$ cat src/rtl/cpu_params_pkg.sv
// Shared CPU-side parameters: external interrupt controller sizing and register offsets.
package cpu_params_pkg;

  localparam int unsigned EXT_IRQ_NUM_SRC = 8;
  localparam int unsigned EXT_IRQ_PRIO_W  = 3;

  localparam logic [5:0] IRQ_PENDING_ADDR = 6'h20;
  localparam logic [5:0] IRQ_ENABLE_ADDR  = 6'h21;
  localparam logic [5:0] IRQ_THRESH_ADDR  = 6'h22;
  localparam logic [5:0] IRQ_CLAIM_ADDR   = 6'h23;

endpackage

$ cat src/rtl/irq_gateway.sv
// Per-source interrupt gateway: synchronises one device line and turns level/edge requests
// into a single pending bit with claim/complete handshake.
module irq_gateway (
  input  logic clk_in,
  input  logic reset_in,
  input  logic src_raw,
  input  logic edge_mode,
  input  logic claim_hit,
  input  logic complete_hit,
  output logic pending
);

  logic meta_q, sync_q, prev_q;
  logic pending_q, pending_d;
  logic in_service_q, in_service_d;
  logic edge_latched_q, edge_latched_d;
  logic rise;

  always_ff @(posedge clk_in or negedge reset_in) begin
    if (!reset_in) begin
      meta_q         <= 1'b0;
      sync_q         <= 1'b0;
      prev_q         <= 1'b0;
      pending_q      <= 1'b0;
      in_service_q   <= 1'b0;
      edge_latched_q <= 1'b0;
    end else begin
      meta_q         <= src_raw;
      sync_q         <= meta_q;
      prev_q         <= sync_q;
      pending_q      <= pending_d;
      in_service_q   <= in_service_d;
      edge_latched_q <= edge_latched_d;
    end
  end

  assign rise = sync_q & ~prev_q;

  always_comb begin
    pending_d      = pending_q;
    in_service_d   = in_service_q;
    edge_latched_d = edge_latched_q;
    if (claim_hit) begin
      pending_d    = 1'b0;
      in_service_d = 1'b1;
    end else if (complete_hit && in_service_q) begin
      // An edge seen while in service, or arriving right now, re-pends at completion.
      in_service_d   = 1'b0;
      edge_latched_d = 1'b0;
      if (edge_mode && (edge_latched_q || rise)) begin
        pending_d = 1'b1;
      end
    end else if (edge_mode) begin
      if (rise) begin
        if (in_service_q) begin
          edge_latched_d = 1'b1;
        end else if (!pending_q) begin
          pending_d = 1'b1;
        end
      end
    end else if (sync_q && !pending_q && !in_service_q) begin
      pending_d = 1'b1;
    end
  end

  assign pending = pending_q;

endmodule

$ cat src/rtl/ext_irq_ctrl.sv
// Platform-level external interrupt controller: gateways, priority arbitration with
// enable/threshold, claim/complete register port and registered ext_irq to the CPU.
module ext_irq_ctrl
  import cpu_params_pkg::*;
#(
  parameter int unsigned          NUM_SRC   = EXT_IRQ_NUM_SRC,
  parameter int unsigned          PRIO_W    = EXT_IRQ_PRIO_W,
  parameter logic [NUM_SRC-1:0]   EDGE_MASK = '0,
  parameter int unsigned          ID_W      = $clog2(NUM_SRC + 1)
) (
  input  logic               clk_in,
  input  logic               reset_in,
  input  logic [NUM_SRC-1:0] src_in,
  input  logic               reg_req,
  input  logic               reg_wr,
  input  logic [5:0]         reg_addr,
  input  logic [31:0]        reg_wdata,
  output logic               reg_ack,
  output logic [31:0]        reg_rdata,
  output logic               ext_irq
);

  logic [PRIO_W-1:0]  prio_q [NUM_SRC];
  logic [NUM_SRC-1:0] enable_q;
  logic [PRIO_W-1:0]  threshold_q;
  logic [NUM_SRC-1:0] pending, claim_hit, complete_hit;
  logic [ID_W-1:0]    best_id;
  logic [PRIO_W-1:0]  best_prio;
  logic               rd_en, wr_en, claim_fire, complete_fire;
  logic [31:0]        rdata_d, rdata_q;
  logic               ack_q, irq_q;
  logic               unused_wdata;

  assign rd_en         = reg_req & ~reg_wr;
  assign wr_en         = reg_req & reg_wr;
  assign unused_wdata  = ^reg_wdata;

  // Strict '>' against a running best seeded with the threshold gives lowest-ID tie-break.
  always_comb begin
    best_id   = '0;
    best_prio = threshold_q;
    for (int i = 0; i < NUM_SRC; i++) begin
      if (pending[i] && enable_q[i] && (prio_q[i] > best_prio)) begin
        best_id   = ID_W'(i + 1);
        best_prio = prio_q[i];
      end
    end
  end

  assign claim_fire    = rd_en && (reg_addr == IRQ_CLAIM_ADDR) && (best_id != '0);
  assign complete_fire = wr_en && (reg_addr == IRQ_CLAIM_ADDR);

  always_comb begin
    claim_hit    = '0;
    complete_hit = '0;
    for (int i = 0; i < NUM_SRC; i++) begin
      claim_hit[i]    = claim_fire && (best_id == ID_W'(i + 1));
      complete_hit[i] = complete_fire && (reg_wdata[ID_W-1:0] == ID_W'(i + 1));
    end
  end

  for (genvar g = 0; g < NUM_SRC; g++) begin : g_gw
    irq_gateway u_gw (
      .clk_in       (clk_in),
      .reset_in     (reset_in),
      .src_raw      (src_in[g]),
      .edge_mode    (EDGE_MASK[g]),
      .claim_hit    (claim_hit[g]),
      .complete_hit (complete_hit[g]),
      .pending      (pending[g])
    );
  end

  always_comb begin
    rdata_d = '0;
    if (rd_en) begin
      case (reg_addr)
        IRQ_PENDING_ADDR: rdata_d = 32'(pending);
        IRQ_ENABLE_ADDR:  rdata_d = 32'(enable_q);
        IRQ_THRESH_ADDR:  rdata_d = 32'(threshold_q);
        IRQ_CLAIM_ADDR:   rdata_d = 32'(best_id);
        default: begin
          for (int i = 0; i < NUM_SRC; i++) begin
            if (reg_addr == 6'(i)) rdata_d = 32'(prio_q[i]);
          end
        end
      endcase
    end
  end

  always_ff @(posedge clk_in or negedge reset_in) begin
    if (!reset_in) begin
      for (int i = 0; i < NUM_SRC; i++) prio_q[i] <= '0;
      enable_q    <= '0;
      threshold_q <= '0;
    end else if (wr_en) begin
      for (int i = 0; i < NUM_SRC; i++) begin
        if (reg_addr == 6'(i)) prio_q[i] <= reg_wdata[PRIO_W-1:0];
      end
      if (reg_addr == IRQ_ENABLE_ADDR) enable_q    <= reg_wdata[NUM_SRC-1:0];
      if (reg_addr == IRQ_THRESH_ADDR) threshold_q <= reg_wdata[PRIO_W-1:0];
    end
  end

  always_ff @(posedge clk_in or negedge reset_in) begin
    if (!reset_in) begin
      ack_q   <= 1'b0;
      rdata_q <= '0;
      irq_q   <= 1'b0;
    end else begin
      ack_q   <= reg_req;
      rdata_q <= rdata_d;
      irq_q   <= (best_id != '0);
    end
  end

  assign reg_ack   = ack_q;
  assign reg_rdata = rdata_q;
  assign ext_irq   = irq_q;

endmodule

$ cat config.mk
export PLATFORM = sky130hd
export DESIGN_NAME = ext_irq_ctrl
export DESIGN_NICKNAME = d
export VERILOG_FILES = /design/src/rtl/cpu_params_pkg.sv /design/src/rtl/irq_gateway.sv /design/src/rtl/ext_irq_ctrl.sv
export SDC_FILE = /design/constraint.sdc
export NUM_CORES = 1
export LEC_CHECK = 0
export BUFFER_PORTS_ARGS = -buffer_cell sky130_fd_sc_hd__buf_2
export CELL_PAD_IN_SITES_DETAIL_PLACEMENT = 1
export CELL_PAD_IN_SITES_GLOBAL_PLACEMENT = 1
export CORE_AREA = 4 4 130 132
export CTS_CLUSTER_DIAMETER = 80
export DETAILED_ROUTE_END_ITERATION = 16
export DIE_AREA = 0 0 134 136
export PLACE_DENSITY = 0.58
export SLEW_MARGIN = 20
export SYNTH_ARGS = -nofsm -noshare
export SYNTH_HDL_FRONTEND = slang
export SYNTH_SLANG_ARGS = --single-unit
$ cat constraint.sdc
create_clock -name clk_in -period 17.1 [get_ports clk_in]
set_clock_uncertainty 0.1 [all_clocks]
set_input_delay 1.71 -clock clk_in [delete_from_list [all_inputs] [get_ports clk_in]]
set_output_delay 1.71 -clock clk_in [all_outputs]
set_load 0.02 [all_outputs]
Word level (Yosys, flattened, before mapping)
Cells that the tools add are included.
Word-level totals
  word-level logic and storage cells: 267
  output and inout port bits: 34
  bits of input ports: 50
  register bits after elaboration: 101
Operators by class
  muxes and demuxes: 65
  bitwise logic cells: 3
  reductions and logical operators: 111
  equality and inequality tests: 35
  $lt $le $gt $ge: 8
Operator list (number)
  $mux W32: 8
  $pmux W32 S4: 1
  $logic_and A1 B1 Y1: 59
  $mux W1: 41
  $reduce_and A2 Y1: 18
  $eq A4 B3 Y1 const B: 8
  $reduce_bool A2 Y1: 16
  $eq A6 B3 Y1 const B: 4
  $eq A6 B6 Y1 const B: 4
  $gt A3 B3 Y1: 8
  $mux W3: 8
  $mux W4: 6
  $eq A4 B2 Y1 const B: 4
  $logic_not A1 Y1: 16
  $ne A2 B1 Y1 const B: 8
  $eq A6 B2 Y1 const B: 2
  $eq A4 B1 Y1 const B: 2
  $eq A4 B4 Y1 const B: 2
  $eq A6 B1 Y1 const B: 1
  $logic_not A6 Y1: 1
  $reduce_bool A4 Y1: 1
  $and A1 B1 Y1: 2
  $mux W2: 1
  $not A1 Y1: 1

Logic depth before layout (Yosys ltp)
  depth after elaboration: 29
  depth in mapped cells: 61
  depth with buffers taken out: 60

Modules after synthesis
Synthesis repeated with hierarchy kept, for this count alone.
Second synthesis, totals
  cell total of the unflattened synthesis: 544
  area total of the unflattened synthesis: 5418.9 µm²
By module, submodules not included
  ext_irq_ctrl: instances 1, area an instance 3617.2 µm², cells each 416
  irq_gateway: instances 8, area an instance 225.2 µm², cells each 16

Least setup slack after synthesis
OpenSTA, ideal clock, no wires.
  path type: reg-to-reg
  start point: register prio_q[22] (netlist bit)
  end point: register g_gw[1].u_gw.pending_q
  path slack: 6360 ps
  arrival: 10514 ps
  cell stages (with the launch flop): 57
  library setup time: 126 ps
  path through: dfrtp_1 -> ha_1 -> nor2b_4 -> o311a_1 -> nand2_1 -> nand2_1 -> o21ai_0 -> ha_1 -> or3b_1 -> nand2_1 -> nor3_1 -> a311oi_1 -> maj3_1 -> nand3_1 -> and2_1 -> ha_1 -> nor2_1 -> o2111ai_1 -> [21 not listed] -> nor3_1 -> o221a_2 -> nor2_2 -> a21oi_1 -> ha_1 -> nor2b_1 -> o21ai_0 -> nand2b_1 -> nand4_1 -> mux2_2 -> ha_1 -> nor2b_1 -> o21a_1 -> o2111ai_1 -> nand4_1 -> nor3_1 -> nand2_1 -> o32a_1
On the way
  word-level cells in the longest chain between the ends: 29
RTL lines
  from (decl): RTL line ext_irq_ctrl.sv:23  | logic [PRIO_W-1:0] prio_q [NUM_SRC];
  from (signal, indexed assignment): RTL line ext_irq_ctrl.sv:98  | if (reg_addr == 6'(i)) prio_q[i] <= reg_wdata[PRIO_W-1:0];
  $gt A3 B3 Y1: RTL line ext_irq_ctrl.sv:43  | if (pending[i] && enable_q[i] && (prio_q[i] > best_prio)) begin
  $logic_and A1 B1 Y1: RTL line ext_irq_ctrl.sv:43
  $mux W3: RTL line ext_irq_ctrl.sv:43
  $gt A3 B3 Y1: RTL line ext_irq_ctrl.sv:43
  $logic_and A1 B1 Y1: RTL line ext_irq_ctrl.sv:43
  $mux W3: RTL line ext_irq_ctrl.sv:43
  $gt A3 B3 Y1: RTL line ext_irq_ctrl.sv:43
  $logic_and A1 B1 Y1: RTL line ext_irq_ctrl.sv:43
  [13 not listed]
  $gt A3 B3 Y1: RTL line ext_irq_ctrl.sv:43
  $logic_and A1 B1 Y1: RTL line ext_irq_ctrl.sv:43
  $mux W4 *: RTL line ext_irq_ctrl.sv:43
  $reduce_bool A4 Y1: RTL line ext_irq_ctrl.sv:50  | assign claim_fire = rd_en && (reg_addr == IRQ_CLAIM_ADDR) && (best_id != '0);
  $logic_and A1 B1 Y1: RTL line ext_irq_ctrl.sv:50
  $logic_and A1 B1 Y1 *: RTL line ext_irq_ctrl.sv:57  | claim_hit[i] = claim_fire && (best_id == ID_W'(i + 1));
  $ne A2 B1 Y1 (no source line) / $reduce_bool A2 Y1 (equally long branches)
  $reduce_and A2 Y1 (no source line)
  to (signal assigned): RTL line irq_gateway.sv:31  | pending_q <= pending_d;
  to (decl): RTL line irq_gateway.sv:14  | logic pending_q, pending_d;
Every way passes the cells marked *; elsewhere a longest branch is shown, timed or not.
A chain may end at the register's enable or synchronous reset.

Worst setup path after layout
  start point: register threshold_q[2]
  end point: register g_gw[3].u_gw.pending_q
On the way
  word-level cells in the longest chain between the ends: 29
RTL lines
  from (decl): RTL line ext_irq_ctrl.sv:25  | logic [PRIO_W-1:0] threshold_q;
  from (signal assigned): RTL line ext_irq_ctrl.sv:101  | if (reg_addr == IRQ_THRESH_ADDR) threshold_q <= reg_wdata[PRIO_W-1:0];
  $gt A3 B3 Y1: RTL line ext_irq_ctrl.sv:43
  $logic_and A1 B1 Y1: RTL line ext_irq_ctrl.sv:43
  $mux W3: RTL line ext_irq_ctrl.sv:43
  $gt A3 B3 Y1: RTL line ext_irq_ctrl.sv:43
  $logic_and A1 B1 Y1: RTL line ext_irq_ctrl.sv:43
  $mux W3: RTL line ext_irq_ctrl.sv:43
  $gt A3 B3 Y1: RTL line ext_irq_ctrl.sv:43
  $logic_and A1 B1 Y1: RTL line ext_irq_ctrl.sv:43
  [13 not listed]
  $gt A3 B3 Y1: RTL line ext_irq_ctrl.sv:43
  $logic_and A1 B1 Y1: RTL line ext_irq_ctrl.sv:43
  $mux W4 *: RTL line ext_irq_ctrl.sv:43
  $reduce_bool A4 Y1: RTL line ext_irq_ctrl.sv:50
  $logic_and A1 B1 Y1: RTL line ext_irq_ctrl.sv:50
  $logic_and A1 B1 Y1 *: RTL line ext_irq_ctrl.sv:57
  $ne A2 B1 Y1 (no source line) / $reduce_bool A2 Y1 (equally long branches)
  $reduce_and A2 Y1 (no source line)
  to (signal assigned): RTL line irq_gateway.sv:31
  to (decl): RTL line irq_gateway.sv:14
Marked as above.

==> metrics.txt <==
max incr delay on CP=490 ps; cts bufs inserted=9; FF-to-FF Start=threshold_q[2]$_DFFE_PN0P_; post-route antenna net violation count=0; fin crit share=77.9%; register area share after synthesis=42.7%; # Post-CTS Setup Buffers=0; most repeated cell in the gate-level netlist after synthesis=dfrtp_1; ys async rst share=100%; critical path's most frequent cell=ha_1; vias=3,706; f_max=0.0751 GHz; crit path DAT=13,450 ps; crit start category=register; top post-synthesis cells by area=dfrtp_1, mux2_2, buf_4; height of the die=136 µm; CTS tree=built; Worst Path Required=17,220 ps; largest net degree at the start of global routing=78; PwrDens=95.5 nW/µm²; Synth area leader=dfrtp_1; GRT Resource Usage Total=15.3%; Seq pwr share=41.2%; vias per inst=5.13; Die W=134 µm; Least-Margin Pin Slew=852 ps; I/O Pins=84; FF-to-FF End=g_gw[3].u_gw.pending$_DFFE_PN0P_; initial antenna violation count=0; FP Rows=46; synth unique cells=69; Layout Nets=566; static leakage power=2.30 nW; Synth Warn #=0; Worst Hold End=g_gw[2].u_gw.sync_q$_DFF_PN0_; max-slew violations=0; RSZ-0062 raised after global routing=no; Synth Instances=467; Avg WL per Cell=18.4 µm; vias in the first global route=4,145; endpoints failing setup=0; Worst Setup Path Type=reg -> reg; Starting Density=28.7%; WL final=13,300 µm; worst skew pair latency=340 ps; hold path cells=0; Int Power=0.351 mW; Max-Cap Viols=0; area post-placement=4820 µm²; layout cell share with drive strength beyond 1=19.1%; clock-pin transition on the worst setup and hold timing paths=60 ps; slowest CP cell=and3_1; Hold Crit Start=g_gw[2].u_gw.meta_q$_DFF_PN0_; Synth top area share=42.7%; Synth Flop Type=dfrtp_1; fin area=5180 µm²; CTS Hold Buffers Added=0; Commonest cells post-synth=dfrtp_1, nand2_1, nor2_1; # port buffers=35; Relative slew margins=42.4%; P_sw=0.143 mW; Post-Syn Area=4510 µm²; DR DRC count=0; Yosys reg bits=77; Area growth, synth to finish=14.7%; final hold viol count=0; Comb pwr share=15.8%; Critical Path Fanout Max=8; RePlAce Congestion=0.843; Clk pwr share=43.0%; Fin Hold WS=250 ps; IR Drop Worst-Case VDD=53.7 µV; r2r worst-path depth=56; H-tree depth=3; CP Capture Type=register; Post-DP HPWL=10,100 µm; hold crit path type=reg -> reg; syn avg cell area=9.66 µm²; Net Sw Frac=29.0%; Core ar.=15,700 µm²; drt pass-1 iters=4; CTS resizes=0; minimum clock period=13,320 ps; outcome=completed; FF-to-FF setup slack=3780 ps; die area=18,200 µm²; CTS Buffer Depth=2; first-pass GRT wire length=22,100 µm; 1st-iter DRT viols=227; diode count=0; GRT overflow=0; Sink Count=77; TNS Setup=0 ps; number of synthesized flops with an enable pin=0; Root Driver=clkbuf_16
[kinds of logic (layout without fill, tap and decap cells)]
family | count (synthesis) | in the layout | share of synthesized area, %
DFF | 77 | 77 | 42.7
buffers and inverters | 56 | 73 | 6.82
adders and majority gates | 15 | 15 | 4.10
other | 1 | 24 | 0.0831
muxes | 38 | 38 | 9.51
AOI/OAI and AO/OA | 116 | 116 | 17.8
and+or+nand+nor | 164 | 164 | 19.0
[registers in the layout (all words and copies together) (netlist names)]
register	cells
ext_irq	1
enable_q	8
g_gw.u_gw.in_service_q	8
g_gw.u_gw.pending	8
reg_rdata	8
g_gw.u_gw.meta_q	8
reg_ack	1
prio_q	24
g_gw.u_gw.sync_q	8
threshold_q	3
[final cells by class]
| cell class | count | area [µm²] |
|---|---|---|
| Clock inverter | 7 | 108 |
| Timing Repair Buffer | 36 | 205 |
| Sequential cell | 77 | 1930 |
| Multi-Input combinational cell | 357 | 2360 |
| Tap cell | 216 | 270 |
| Clock buffer | 9 | 225 |
| Fill cell | 1822 | 10500 |
| Inverter | 21 | 78.8 |
[worst max path at each step]
stage | slack, ps | start | end
after detailed placement | 3940 | threshold_q[2]$_DFFE_PN0P_ | g_gw[3].u_gw.pending$_DFFE_PN0P_
after global placement | 4210 | threshold_q[2]$_DFFE_PN0P_ | g_gw[3].u_gw.pending$_DFFE_PN0P_
after floorplan | 6360 | prio_q[22]$_DFFE_PN0P_ | g_gw[1].u_gw.pending$_DFFE_PN0P_
after CTS | 3830 | threshold_q[2]$_DFFE_PN0P_ | g_gw[3].u_gw.pending$_DFFE_PN0P_
after global routing | 2610 | threshold_q[2]$_DFFE_PN0P_ | g_gw[3].u_gw.pending$_DFFE_PN0P_
final | 3780 | threshold_q[2]$_DFFE_PN0P_ | g_gw[3].u_gw.pending$_DFFE_PN0P_
[layer usage]
| layer | global-route usage (%) | wire length [µm] | up-vias |
|---|---|---|---|
| li1 | - | - | 1749 |
| met1 | 20.2 | 6210 | 1850 |
| met5 | 0 | 0 | - |
| met4 | 4.69 | 273 | 0 |
| met3 | 2.81 | 535 | 25 |
| met2 | 25.6 | 6260 | 82 |
[worst max-delay path, delay by kind of cell, from the launching register on]
kind	cells	cell delay, ps
and+or+nand+nor	25	5070
AOI/OAI and AO/OA	17	3960
adders and majority gates	9	2560
muxes	2	740
DFF	1	420
buffers and inverters	3	270
[power by group through the flow]
stage	clock network (mW)	registers [mW]	logic, mW
finish	0.212	0.204	0.0781
CTS	0.218	0.204	0.0776
floorplan	0	0.204	0.0578
global route	0.226	0.205	0.0885
detailed placement	0	0.207	0.0767
global placement	0	0.207	0.0746
[metrics by stage]
stage,util [%],total power [mW],instances,setup WS (ps)
6_report,33.0,0.495,723,3780
5_1_grt,33.0,0.520,723,2610
4_1_cts,32.8,0.499,722,3830
3_5_place_dp,30.7,0.284,706,3940
3_3_place_gp,30.7,0.281,706,4210
2_1_floorplan,-,0.261,490,6360
[placed cells by master, fill, tap and decap left out, drive strengths merged, types with 3 or more instances in the layout]
cell     n
nor2    33
o31ai    6
a31oi   10
buf     36
and2     6
o21a     4
o32a     3
o21ai   28
nand3   25
and3     8
a21o     4
a21oi   28
mux2i    9
nand4    6
ha      14
inv     23
clkbuf   9
nor2b   11
a22oi    3
nand2b   7
nand2   34
mux2    29
nor3    13
dfrtp   77
conb    24
nor4     7
No activity file was read; power rests on OpenSTA's default activity.
